$ cat config.mk
export PLATFORM = sky130hd
export DESIGN_NAME = riscv_pipe_stage_buf
export DESIGN_NICKNAME = d
export VERILOG_FILES = /design/src/rtl/riscv_pipe_stage_buf_pkg.sv /design/src/rtl/riscv_pipe_slot.sv /design/src/rtl/riscv_pipe_stage_buf.sv
export SDC_FILE = /design/constraint.sdc
export NUM_CORES = 1
export LEC_CHECK = 0
export ABC_AREA = 0
export CAP_MARGIN = 20
export CORE_MARGIN = 3
export CORE_UTILIZATION = 35
export CTS_CLUSTER_DIAMETER = 30
export DETAILED_ROUTE_END_ITERATION = 10
export PLACE_DENSITY = 0.58
export RECOVER_POWER = 25
export SLEW_MARGIN = 5
export SYNTH_ARGS = -nofsm -noshare
export SYNTH_HDL_FRONTEND = slang
export SYNTH_SLANG_ARGS = --single-unit
$ cat constraint.sdc
create_clock -name i_clk -period 1.91 [get_ports i_clk]
set_input_delay 0.382 -clock i_clk [delete_from_list [all_inputs] [get_ports i_clk]]
set_output_delay 0.382 -clock i_clk [all_outputs]
set_load 0.05 [all_outputs]
$ cat src/rtl/riscv_pipe_stage_buf_pkg.sv
// Shared types for the pipeline stage buffer.
// State encoding doubles as the reported occupancy level.
package riscv_pipe_stage_buf_pkg;

    localparam int XLEN    = 32;
    localparam int STALL_W = 16;

    typedef enum logic [1:0] {
        PSB_EMPTY = 2'd0,
        PSB_BUSY  = 2'd1,
        PSB_FULL  = 2'd2
    } psb_state_e;

endpackage

$ cat src/rtl/riscv_pipe_slot.sv
// Wide data register with load enable and synchronous reset value.
module riscv_pipe_slot #(
    parameter int           W       = 32,
    parameter logic [W-1:0] RST_VAL = '0
) (
    input  logic         i_clk,
    input  logic         i_rst,
    input  logic         i_load,
    input  logic [W-1:0] i_d,
    output logic [W-1:0] o_q
);

    always_ff @(posedge i_clk) begin
        if (i_rst) begin
            o_q <= RST_VAL;
        end else if (i_load) begin
            o_q <= i_d;
        end
    end

endmodule

$ cat src/rtl/riscv_pipe_stage_buf.sv
// Pipeline stage register with valid/ready handshake and 2-entry skid buffer.
// Define RISCV_PIPE_STAGE_STATS_EN to add the o_stall_cnt back-pressure counter.
module riscv_pipe_stage_buf
    import riscv_pipe_stage_buf_pkg::*;
#(
    parameter int            DW        = XLEN,
    parameter int            NCH       = 3,
    parameter logic [DW-1:0] RESET_VAL = '0
) (
    input  logic              i_clk,
    input  logic              i_rst,
    input  logic              i_valid,
    output logic              o_ready,
    input  logic [NCH*DW-1:0] i_data,
    output logic              o_valid,
    input  logic              i_ready,
    output logic [NCH*DW-1:0] o_data,
    input  logic              i_flush,
    output logic [1:0]        o_level
`ifdef RISCV_PIPE_STAGE_STATS_EN
    ,
    output logic [STALL_W-1:0] o_stall_cnt
`endif
);

    localparam int                W       = NCH * DW;
    localparam logic [W-1:0]      RST_ALL = {NCH{RESET_VAL}};

    psb_state_e   state_q;
    psb_state_e   state_d;
    logic         load_m;
    logic         load_s;
    logic         m_from_s;
    logic         in_fire;
    logic         out_fire;
    logic [W-1:0] m_q;
    logic [W-1:0] s_q;
    logic [W-1:0] m_d;

    // Ready and valid come straight from the state register.
    assign o_ready  = (state_q != PSB_FULL);
    assign o_valid  = (state_q != PSB_EMPTY);
    assign o_level  = state_q;
    assign o_data   = m_q;
    assign in_fire  = i_valid && o_ready;
    assign out_fire = o_valid && i_ready;
    assign m_d      = m_from_s ? s_q : i_data;

    always_ff @(posedge i_clk) begin
        if (i_rst) begin
            state_q <= PSB_EMPTY;
        end else begin
            state_q <= state_d;
        end
    end

    always_comb begin
        state_d  = state_q;
        load_m   = 1'b0;
        load_s   = 1'b0;
        m_from_s = 1'b0;
        unique case (state_q)
            PSB_EMPTY: begin
                if (in_fire) begin
                    load_m  = 1'b1;
                    state_d = PSB_BUSY;
                end
            end
            PSB_BUSY: begin
                if (in_fire && out_fire) begin
                    load_m = 1'b1;
                end else if (in_fire) begin
                    load_s  = 1'b1;
                    state_d = PSB_FULL;
                end else if (out_fire) begin
                    state_d = PSB_EMPTY;
                end
            end
            PSB_FULL: begin
                if (out_fire) begin
                    load_m   = 1'b1;
                    m_from_s = 1'b1;
                    state_d  = PSB_BUSY;
                end
            end
            default: state_d = PSB_EMPTY;
        endcase
        // Flush drops everything; slot contents are left as they were.
        if (i_flush) begin
            state_d = PSB_EMPTY;
            load_m  = 1'b0;
            load_s  = 1'b0;
        end
    end

    riscv_pipe_slot #(
        .W       (W),
        .RST_VAL (RST_ALL)
    ) u_main (
        .i_clk  (i_clk),
        .i_rst  (i_rst),
        .i_load (load_m),
        .i_d    (m_d),
        .o_q    (m_q)
    );

    riscv_pipe_slot #(
        .W       (W),
        .RST_VAL (RST_ALL)
    ) u_skid (
        .i_clk  (i_clk),
        .i_rst  (i_rst),
        .i_load (load_s),
        .i_d    (i_data),
        .o_q    (s_q)
    );

`ifdef RISCV_PIPE_STAGE_STATS_EN
    logic [STALL_W-1:0] stall_q;

    always_ff @(posedge i_clk) begin
        if (i_rst) begin
            stall_q <= '0;
        end else if (o_valid && !i_ready && (stall_q != '1)) begin
            stall_q <= stall_q + 1'b1;
        end
    end

    assign o_stall_cnt = stall_q;
`endif

endmodule
==> impl_metrics.env, run 1 <==
export IMPL_worst_slack_ns=0.129
export IMPL_fin_util_pct=48.7
export IMPL_slew_violations=0
export IMPL_die_w_um=164
export IMPL_fillers=2310
export IMPL_cts_root_buf="clkbuf_16"
export IMPL_cts_setup_buffers=0
export IMPL_fp_coreArea_um2=24400
export IMPL_routedWlPerCell_um=19.9
export IMPL_netlist_area_leader_share_pct=44.6
export IMPL_p_clk_share_pct=37.9
export IMPL_worstSetupPathType="input pin to register"
export IMPL_cp_max_fo=19
export IMPL_path_clk_slew_ns=0.07
export IMPL_synthTopCellsByArea="dfxtp_1, a311oi_1, mux2i_1"
export IMPL_slew_headroom_pct=52.2
export IMPL_first_pass_iters=5
export IMPL_grt_max_degree=61
export IMPL_synth_top_family_by_area="compound AO/OA/AOI/OAI gates"
export IMPL_initial_core_util_pct=35.7
export IMPL_synthCells=928
export IMPL_irDropWorstVdd_v=0.000465
export IMPL_hold_class="input pin to register"
export IMPL_rsz0062_at_grt="false"
export IMPL_syn_area_um2=8710
export IMPL_sw_frac_of_total_pct=29.9
export IMPL_antenna_left=0
export IMPL_leakage_uw=0.00480
export IMPL_synth_adder_area_share_pct=0
export IMPL_totalWireLength_mm=28.0
export IMPL_synth_ff_latch_count=194
export IMPL_worst_slew_pin_slew_ns=0.720
export IMPL_arrival_ns=2.07
export IMPL_grt_first_pass_wirelength_mm=44.4
export IMPL_io_pins=201
export IMPL_synthXorXnorAreaFrac_pct=0
export IMPL_htreeDepth=4
export IMPL_synthMuxAreaShare_pct=11.0
export IMPL_drv_cap=0
export IMPL_p_int_uw=6870
export IMPL_dpl_worst_slack_ns=-0.261
export IMPL_critPathLaunchType="input pin"
export IMPL_fin_crit_sh_pct=93.3
export IMPL_cts_tree="yes"
export IMPL_status="complete, no violations"
export IMPL_crit_required_ns=2.20
export IMPL_drive_gt1_share_pct=10.4
export IMPL_dieArea_um2=26800
export IMPL_layout_common_cells="a311oi_1, dfxtp_1, clkdlybuf4s50_1"
export IMPL_vias_per_cell=5.88
export IMPL_power_switching_uw=2940
export IMPL_synth_simple_area_share_pct=6.51
export IMPL_power_frac_seq_pct=43.9
export IMPL_combPwrFrac_pct=18.2
export IMPL_drc=0
export IMPL_grt_total_usage_pct=20.5
export IMPL_diodes=0
export IMPL_antenna_found_initial=0
export IMPL_finalHoldViolCount=0
export IMPL_synth_compound_area_share_pct=30.8
export IMPL_clock_fmax_mhz=561
export IMPL_crit_path_end_kind="register"
export IMPL_postCtsHoldBufs=0
export IMPL_layout_min_cycle_time_ns=1.78
export IMPL_die_y_um=164
export IMPL_first_global_vias=7940
export IMPL_cts_max_path_buffers=2
export IMPL_detailedPlacementHpwl_mm=17.3
export IMPL_synth_top_area_cell="dfxtp_1"
export IMPL_first_iter_violations=689
export IMPL_clock_latency_ns=0.43
export IMPL_synth_seq_area_share_pct=44.6
export IMPL_numClockSinks=194
export IMPL_syn_num_nets=1029
export IMPL_port_buffers=200
export IMPL_yosysWarnings=0
export IMPL_p_per_area_nw_per_um2=826
export IMPL_yosysUniqueCellTypes=25
export IMPL_synthToLayoutAreaGrowth_pct=36.4
export IMPL_vias=8277
export IMPL_gp_congestion=0.749
export IMPL_grt_overflow=0
export IMPL_nets=1172
export IMPL_num_rows=57
export IMPL_setup_violations=0
export IMPL_fin_skew_ns=0.00786
export IMPL_syn_avg_cell_area_um2=9.38
export IMPL_cts_made_buffers=17
==> per-stage QoR <==
step | cells | hold slack, ns | total power, µW | cell area [µm²] | TNS (ns)
after floorplan | 928 | 0.458 | 5490 | 8710 | 0
after global placement | 1376 | 0.464 | 6290 | 11500 | -18.08
after detailed placement | 1376 | 0.470 | 6300 | 11500 | -24.35
after CTS | 1407 | 0.397 | 9930 | 12000 | 0
after global routing | 1407 | 0.421 | 10200 | 11900 | 0
final | 1407 | 0.401 | 9800 | 11900 | 0
==> worst max-delay path, cell delays in order <==
cell           delay [ns]
dlygate4sd3_1        0.59
buf_4                0.18
nand4bb_4            0.26
clkbuf_2             0.33
o21ai_0              0.24
a21oi_1              0.08
==> flip-flops by register name (all words and copies together) (netlist names) <==
name and flops:
u_main.o_q 96, u_skid.o_q 96, o_level 2
==> final timing paths <==
| kind | from | to | slack (ns) | depth (start not counted) |
|---|---|---|---|---|
| setup / recovery | i_ready | u_skid.o_q[0] | 0.13 | 6 |
| hold / removal | i_rst | u_skid.o_q[86] | 0.40 | 2 |
| setup reg to reg | o_level[0] | u_main.o_q[63] | 0.17 | 5 |
| hold reg to reg | u_skid.o_q[71] | u_skid.o_q[71] | 0.48 | 2 |
==> final cells by class <==
class	instances	area, µm²	area share, %
clock buffer	19	453	3.81
timing repair buffer	264	2690	22.7
inverter	1	11.3	0.0948
sequential	194	3890	32.7
clock inverter	12	148	1.24
tap	324	405	3.41
multi-input combinational	593	4280	36.0
==> cells in the mapped netlist, drive strengths merged <==
library cell and instances:
nor4bb 2, nor2b 1, nand4bb 1, or3b 1, mux2i 96, a2111oi 1
or2 1, nand3b 1, o21ai 96, a311oi 192, and2 1, dfxtp 194
buf 43, a211oi 1, a21o 1, clkbuf 97, o21bai 1, nand2 2
nand2b 2, nand3 96, clkinv 1, a21bo 1, a21oi 96
==> power by group through the flow <==
| stage | sequential [µW] | combinational [µW] | clock (µW) |
|---|---|---|---|
| 2_1_floorplan | 4880 | 603 | 0 |
| 4_1_cts | 4310 | 1820 | 3800 |
| 5_1_grt | 4320 | 1890 | 3960 |
| 3_5_place_dp | 4400 | 1890 | 0 |
| 3_3_place_gp | 4410 | 1880 | 0 |
| 6_report | 4310 | 1780 | 3720 |
==> cell families (layout without fill, tap and decap cells) <==
kind of cell	Yosys count	after routing
AO/OA/AOI/OAI	389	389
flip-flops	194	194
AND/OR/NAND/NOR	108	108
buffers and inverters	141	296
multiplexers	96	96
==> routing by layer <==
layer  global-route usage [%]  vias up  routed length (µm)
met4                     5.96        0                 446
met1                     28.1     4028               12700
met3                     5.12       31                1940
met5                        0        -                   0
li1                         -     3965                   -
met2                     31.8      253               12900
==> what timing repair did <==
action | CTS | global route
endpoints found under the hold margin | 0 | 0
endpoints found under the setup margin | 75 | 0
resized for setup | 75 | 0
No activity file was read; power rests on OpenSTA's default activity.
==> run 2: changes to the inputs <==
- SETUP_SLACK_MARGIN: unset -> 0.02
==> impl_metrics.env, run 2 (synthesis results as in run 1) <==
export IMPL_grt_busiest_layer="met2"
export IMPL_worstSetupPathType="input pin to register"
export IMPL_worstPathCellList="dlygate4sd3_1 -> buf_4 -> nor4bb_4 -> buf_4 -> buf_4 -> nand3_1 -> a21oi_1"
export IMPL_first_global_vias=7868
export IMPL_drive_gt1_share_pct=10.0
export IMPL_cts_tree="yes"
export IMPL_vias=8138
export IMPL_critical_path_most_common_cell="buf_4"
export IMPL_totalWireLength_mm=28.1
export IMPL_max_stage_delay_ns=0.59
export IMPL_r2r_setup_slack_ns=0.21
export IMPL_cts_max_path_buffers=2
export IMPL_clock_fmax_mhz=576
export IMPL_status="complete, no violations"
export IMPL_cts_root_buf="clkbuf_16"
export IMPL_gr_usage_met1_pct=28.0
export IMPL_setup_tns_ns=0
export IMPL_critPathLaunchType="input pin"
export IMPL_slew_headroom_pct=53.8
export IMPL_numClockSinks=194
export IMPL_setup_violations=0
export IMPL_detailedPlacementHpwl_mm=17.3
export IMPL_irDropWorstVdd_v=0.000491
export IMPL_io_pins=201
export IMPL_p_per_area_nw_per_um2=822
export IMPL_arrival_ns=2.10
export IMPL_path_clk_slew_ns=0.07
export IMPL_diodes=0
export IMPL_worst_r2r_path_depth=5
export IMPL_antenna_left=0
export IMPL_fin_crit_sh_pct=90.9
export IMPL_vias_per_cell=5.80
export IMPL_postCtsHoldBufs=0
export IMPL_gp_congestion=0.761
export IMPL_layout_min_cycle_time_ns=1.74
export IMPL_met2_usage_pct=32.7
export IMPL_grt_total_usage_pct=20.5
export IMPL_drv_cap=0
export IMPL_slew_violations=0
export IMPL_fin_util_pct=48.4
export IMPL_routedWlPerCell_um=20.0
export IMPL_finalHoldViolCount=0
export IMPL_cp_max_fo=11
export IMPL_grt_max_degree=78
export IMPL_drc=0
export IMPL_leakage_uw=0.00476
export IMPL_crit_slowest_cell="dlygate4sd3_1"
export IMPL_grt_first_pass_wirelength_mm=44.4
export IMPL_die_w_um=164
export IMPL_first_pass_iters=5
export IMPL_worst_slew_pin_slew_ns=0.697
export IMPL_num_rows=57
export IMPL_multi_input_area_um2=4280
export IMPL_regArea_um2=3890
export IMPL_crit_path_end_kind="register"
export IMPL_synthToLayoutAreaGrowth_pct=35.6
export IMPL_first_iter_violations=684
export IMPL_hold_class="input pin to register"
export IMPL_port_buffers=200
export IMPL_nets=1167
export IMPL_antenna_found_initial=0
export IMPL_reg2reg_to="u_main.o_q[6]"
export IMPL_layout_common_cells="a311oi_1, dfxtp_1, clkdlybuf4s50_1"
export IMPL_dieArea_um2=26800
export IMPL_htreeDepth=4
export IMPL_fillers=2279
export IMPL_cts_made_buffers=17
export IMPL_fin_skew_ns=0.0117
export IMPL_total_power_uw=9700
export IMPL_initial_core_util_pct=35.7
export IMPL_fp_coreArea_um2=24400
export IMPL_die_y_um=164
export IMPL_crit_path_end="u_skid.o_q[44]"
export IMPL_clock_latency_ns=0.43
export IMPL_grt_overflow=0
export IMPL_reg2reg_from="o_level[0]"
export IMPL_crit_required_ns=2.27
export IMPL_rsz0062_at_grt="false"
export IMPL_crit_start="i_ready"
export IMPL_met3_usage_pct=5.60
run 2: changes by cell type in the layout (fill, tap and decap cells not counted), sizes merged:
cell / before / now
clkbuf: 43 / 40
buf: 68 / 65
clkinvlp: 4 / 2
clkinv: 1 / 6
bufinv: 2 / 1
run 2: power by group:
part	switching (µW)	leakage (µW)	internal, µW	total, µW
Clock	1730	0.000283	1880	3610
Combinational	1150	0.00290	638	1790
Sequential	101	0.00158	4210	4310
Total	2980	0.00476	6720	9700
run 2: worst min path at each step:
stage,end,cells after the start,from
finish,u_skid.o_q[88],2,i_rst
global route,u_skid.o_q[2],2,i_rst
CTS,u_skid.o_q[3],2,i_rst
detailed placement,u_skid.o_q[19],2,u_skid.o_q[19]
global placement,u_skid.o_q[36],2,u_skid.o_q[36]
floorplan,o_level[1],1,i_ready
run 2: final cells by class:
type,count,share of cell area (%)
multi-input cells,593,36.2
well taps,324,3.43
clock buffers,18,3.72
inverters,1,0.0954
repair buffers,259,22.4
clock inverters,14,1.23
flip-flops and latches,194,32.9
run 2: metal layers:
| metal | vias up | share of wire [%] |
|---|---|---|
| met5 | - | 0 |
| met4 | 0 | 1.0 |
| met3 | 20 | 7.8 |
| met2 | 274 | 47 |
| met1 | 3898 | 45 |
| li1 | 3946 | - |
run 2: worst max-delay path: cells and delay by family:
family	cells	cell delay, ns
buffers and inverters	4	1.19
and+or+nand+nor	2	0.38
AOI/OAI and AO/OA	1	0.14
run 2: repair_timing:
item	in CTS	in global routing
buffers inserted	0	0
setup endpoints to repair	74	0
resized for setup	74	0
run 2: stage by stage:
step,setup slack [ns],hold slack (ns),cell area [µm²],instances
after floorplan,0.180,0.458,8710,928
after global placement,-0.143,0.463,11400,1371
after detailed placement,-0.169,0.469,11400,1371
after CTS,0.155,0.393,11900,1403
after global routing,0.0392,0.418,11800,1403
final,0.173,0.404,11800,1403
==> run 3: changes to the inputs <==
- SETUP_SLACK_MARGIN: 0.02 -> 0.1
- SKIP_LAST_GASP: unset -> 1
==> impl_metrics.env, run 3 (synthesis results as in run 1) <==
export IMPL_slew_headroom_pct=53.8
export IMPL_port_buffers=200
export IMPL_status="complete, no violations"
export IMPL_diodes=0
export IMPL_dieArea_um2=26800
export IMPL_irDropWorstVdd_v=0.000492
export IMPL_cts_tree="yes"
export IMPL_hold_class="input pin to register"
export IMPL_clock_latency_ns=0.44
export IMPL_cts_made_buffers=17
export IMPL_cpLargestDelayFamily="buffers and inverters"
export IMPL_drc=0
export IMPL_crit_slowest_cell="dlygate4sd2_1"
export IMPL_arrival_ns=1.35
export IMPL_cts_root_buf="clkbuf_16"
export IMPL_die_w_um=164
export IMPL_synthToLayoutAreaGrowth_pct=35.0
export IMPL_fin_skew_ns=0.0118
export IMPL_post_place_cells=1371
export IMPL_topRoutingLayerUsed="met4"
export IMPL_cts_setup_buffers=0
export IMPL_routedWlPerCell_um=20.0
export IMPL_die_y_um=164
export IMPL_fin_crit_sh_pct=90.9
export IMPL_initial_core_util_pct=35.7
export IMPL_postCtsHoldBufs=0
export IMPL_antenna_left=0
export IMPL_cts_repair_resized=74
export IMPL_layout_min_cycle_time_ns=1.74
export IMPL_totalWireLength_mm=28.1
export IMPL_grt_max_degree=78
export IMPL_numClockSinks=194
export IMPL_detailedPlacementHpwl_mm=17.3
export IMPL_num_rows=57
export IMPL_worstPathCellList="dlygate4sd2_1"
export IMPL_critPathBufInv=1
export IMPL_layout_common_cells="a311oi_1, dfxtp_1, clkdlybuf4s50_1"
export IMPL_critPathLaunchType="register"
export IMPL_crit_path_end_kind="output port"
export IMPL_fp_coreArea_um2=24400
export IMPL_io_pins=201
export IMPL_met3_length_mm=2.12
export IMPL_crit_required_ns=1.53
export IMPL_setup_violations=0
export IMPL_grt_overflow=0
export IMPL_worst_slew_pin_slew_ns=0.697
export IMPL_max_stage_delay_ns=0.55
export IMPL_first_global_vias=7868
export IMPL_vias_per_cell=5.81
export IMPL_nets=1167
export IMPL_rsz0062_at_grt="false"
export IMPL_total_power_uw=9690
export IMPL_leakage_uw=0.00475
export IMPL_p_per_area_nw_per_um2=824
export IMPL_wl_met2_mm=13.2
export IMPL_cp_max_fo=2
export IMPL_cts_max_path_buffers=2
export IMPL_r2r_setup_slack_ns=0.30
export IMPL_vias=8157
export IMPL_drt_met1_wl_mm=12.5
export IMPL_htreeDepth=4
export IMPL_gp_congestion=0.761
export IMPL_slew_violations=0
export IMPL_antenna_found_initial=0
export IMPL_path_clk_slew_ns=0.07
export IMPL_setup_tns_ns=0
export IMPL_first_pass_iters=5
export IMPL_first_iter_violations=701
export IMPL_drv_cap=0
export IMPL_finalHoldViolCount=0
export IMPL_grt_total_usage_pct=20.5
export IMPL_stdcell_count=1403
export IMPL_grt_first_pass_wirelength_mm=44.4
export IMPL_worstSetupPathType="register to output port"
export IMPL_drive_gt1_share_pct=9.82
export IMPL_clock_fmax_mhz=576
-- run 3: cell types whose count changed in the layout (fill, tap and decap cells not counted), moves of 2 or more --
cell      before  now
o21ai_1       96   80
clkbuf_2       1    3
buf_4         29   27
buf_12        35   33
o21ai_0        0   16
-- run 3: path summary, 6_finish.rpt --
path / cells past startpoint / end / start
worst min register to register: 2 / u_skid.o_q[78] / u_skid.o_q[78]
worst max register to register: 5 / u_main.o_q[6] / o_level[0]
worst max-delay path: 1 / o_data[74] / u_main.o_q[74]
worst min-delay path: 2 / u_skid.o_q[88] / i_rst
-- run 3: final cells by class --
| type | instances | area [µm²] |
|---|---|---|
| Multi-Input combinational cell | 593 | 4260 |
| Sequential cell | 194 | 3890 |
| Clock buffer | 18 | 439 |
| Fill cell | 2287 | 12600 |
| Timing Repair Buffer | 259 | 2610 |
| Clock inverter | 14 | 145 |
| Tap cell | 324 | 405 |
| Inverter | 1 | 11.3 |
-- run 3: report_power, final --
group | internal (µW) | switching (µW)
sequential | 4210 | 100
combinational | 632 | 1140
clock | 1880 | 1730
total | 6720 | 2970
-- run 3: per-layer routing --
layer / global-route usage [%] / vias to the layer above
li1: - / 3946
met1: 28.0 / 3927
met2: 32.7 / 263
met3: 5.60 / 21
met4: 4.61 / 0
met5: 0 / -
-- run 3: stage by stage --
step	hold WS (ns)	setup slack, ns	area (µm²)	utilization [%]
after floorplan	0.458	0.180	8710	-
after global placement	0.463	-0.143	11400	46.7
after detailed placement	0.469	-0.169	11400	46.7
after CTS	0.393	0.155	11900	48.7
after global routing	0.418	0.0775	11800	48.2
final	0.398	0.174	11800	48.2
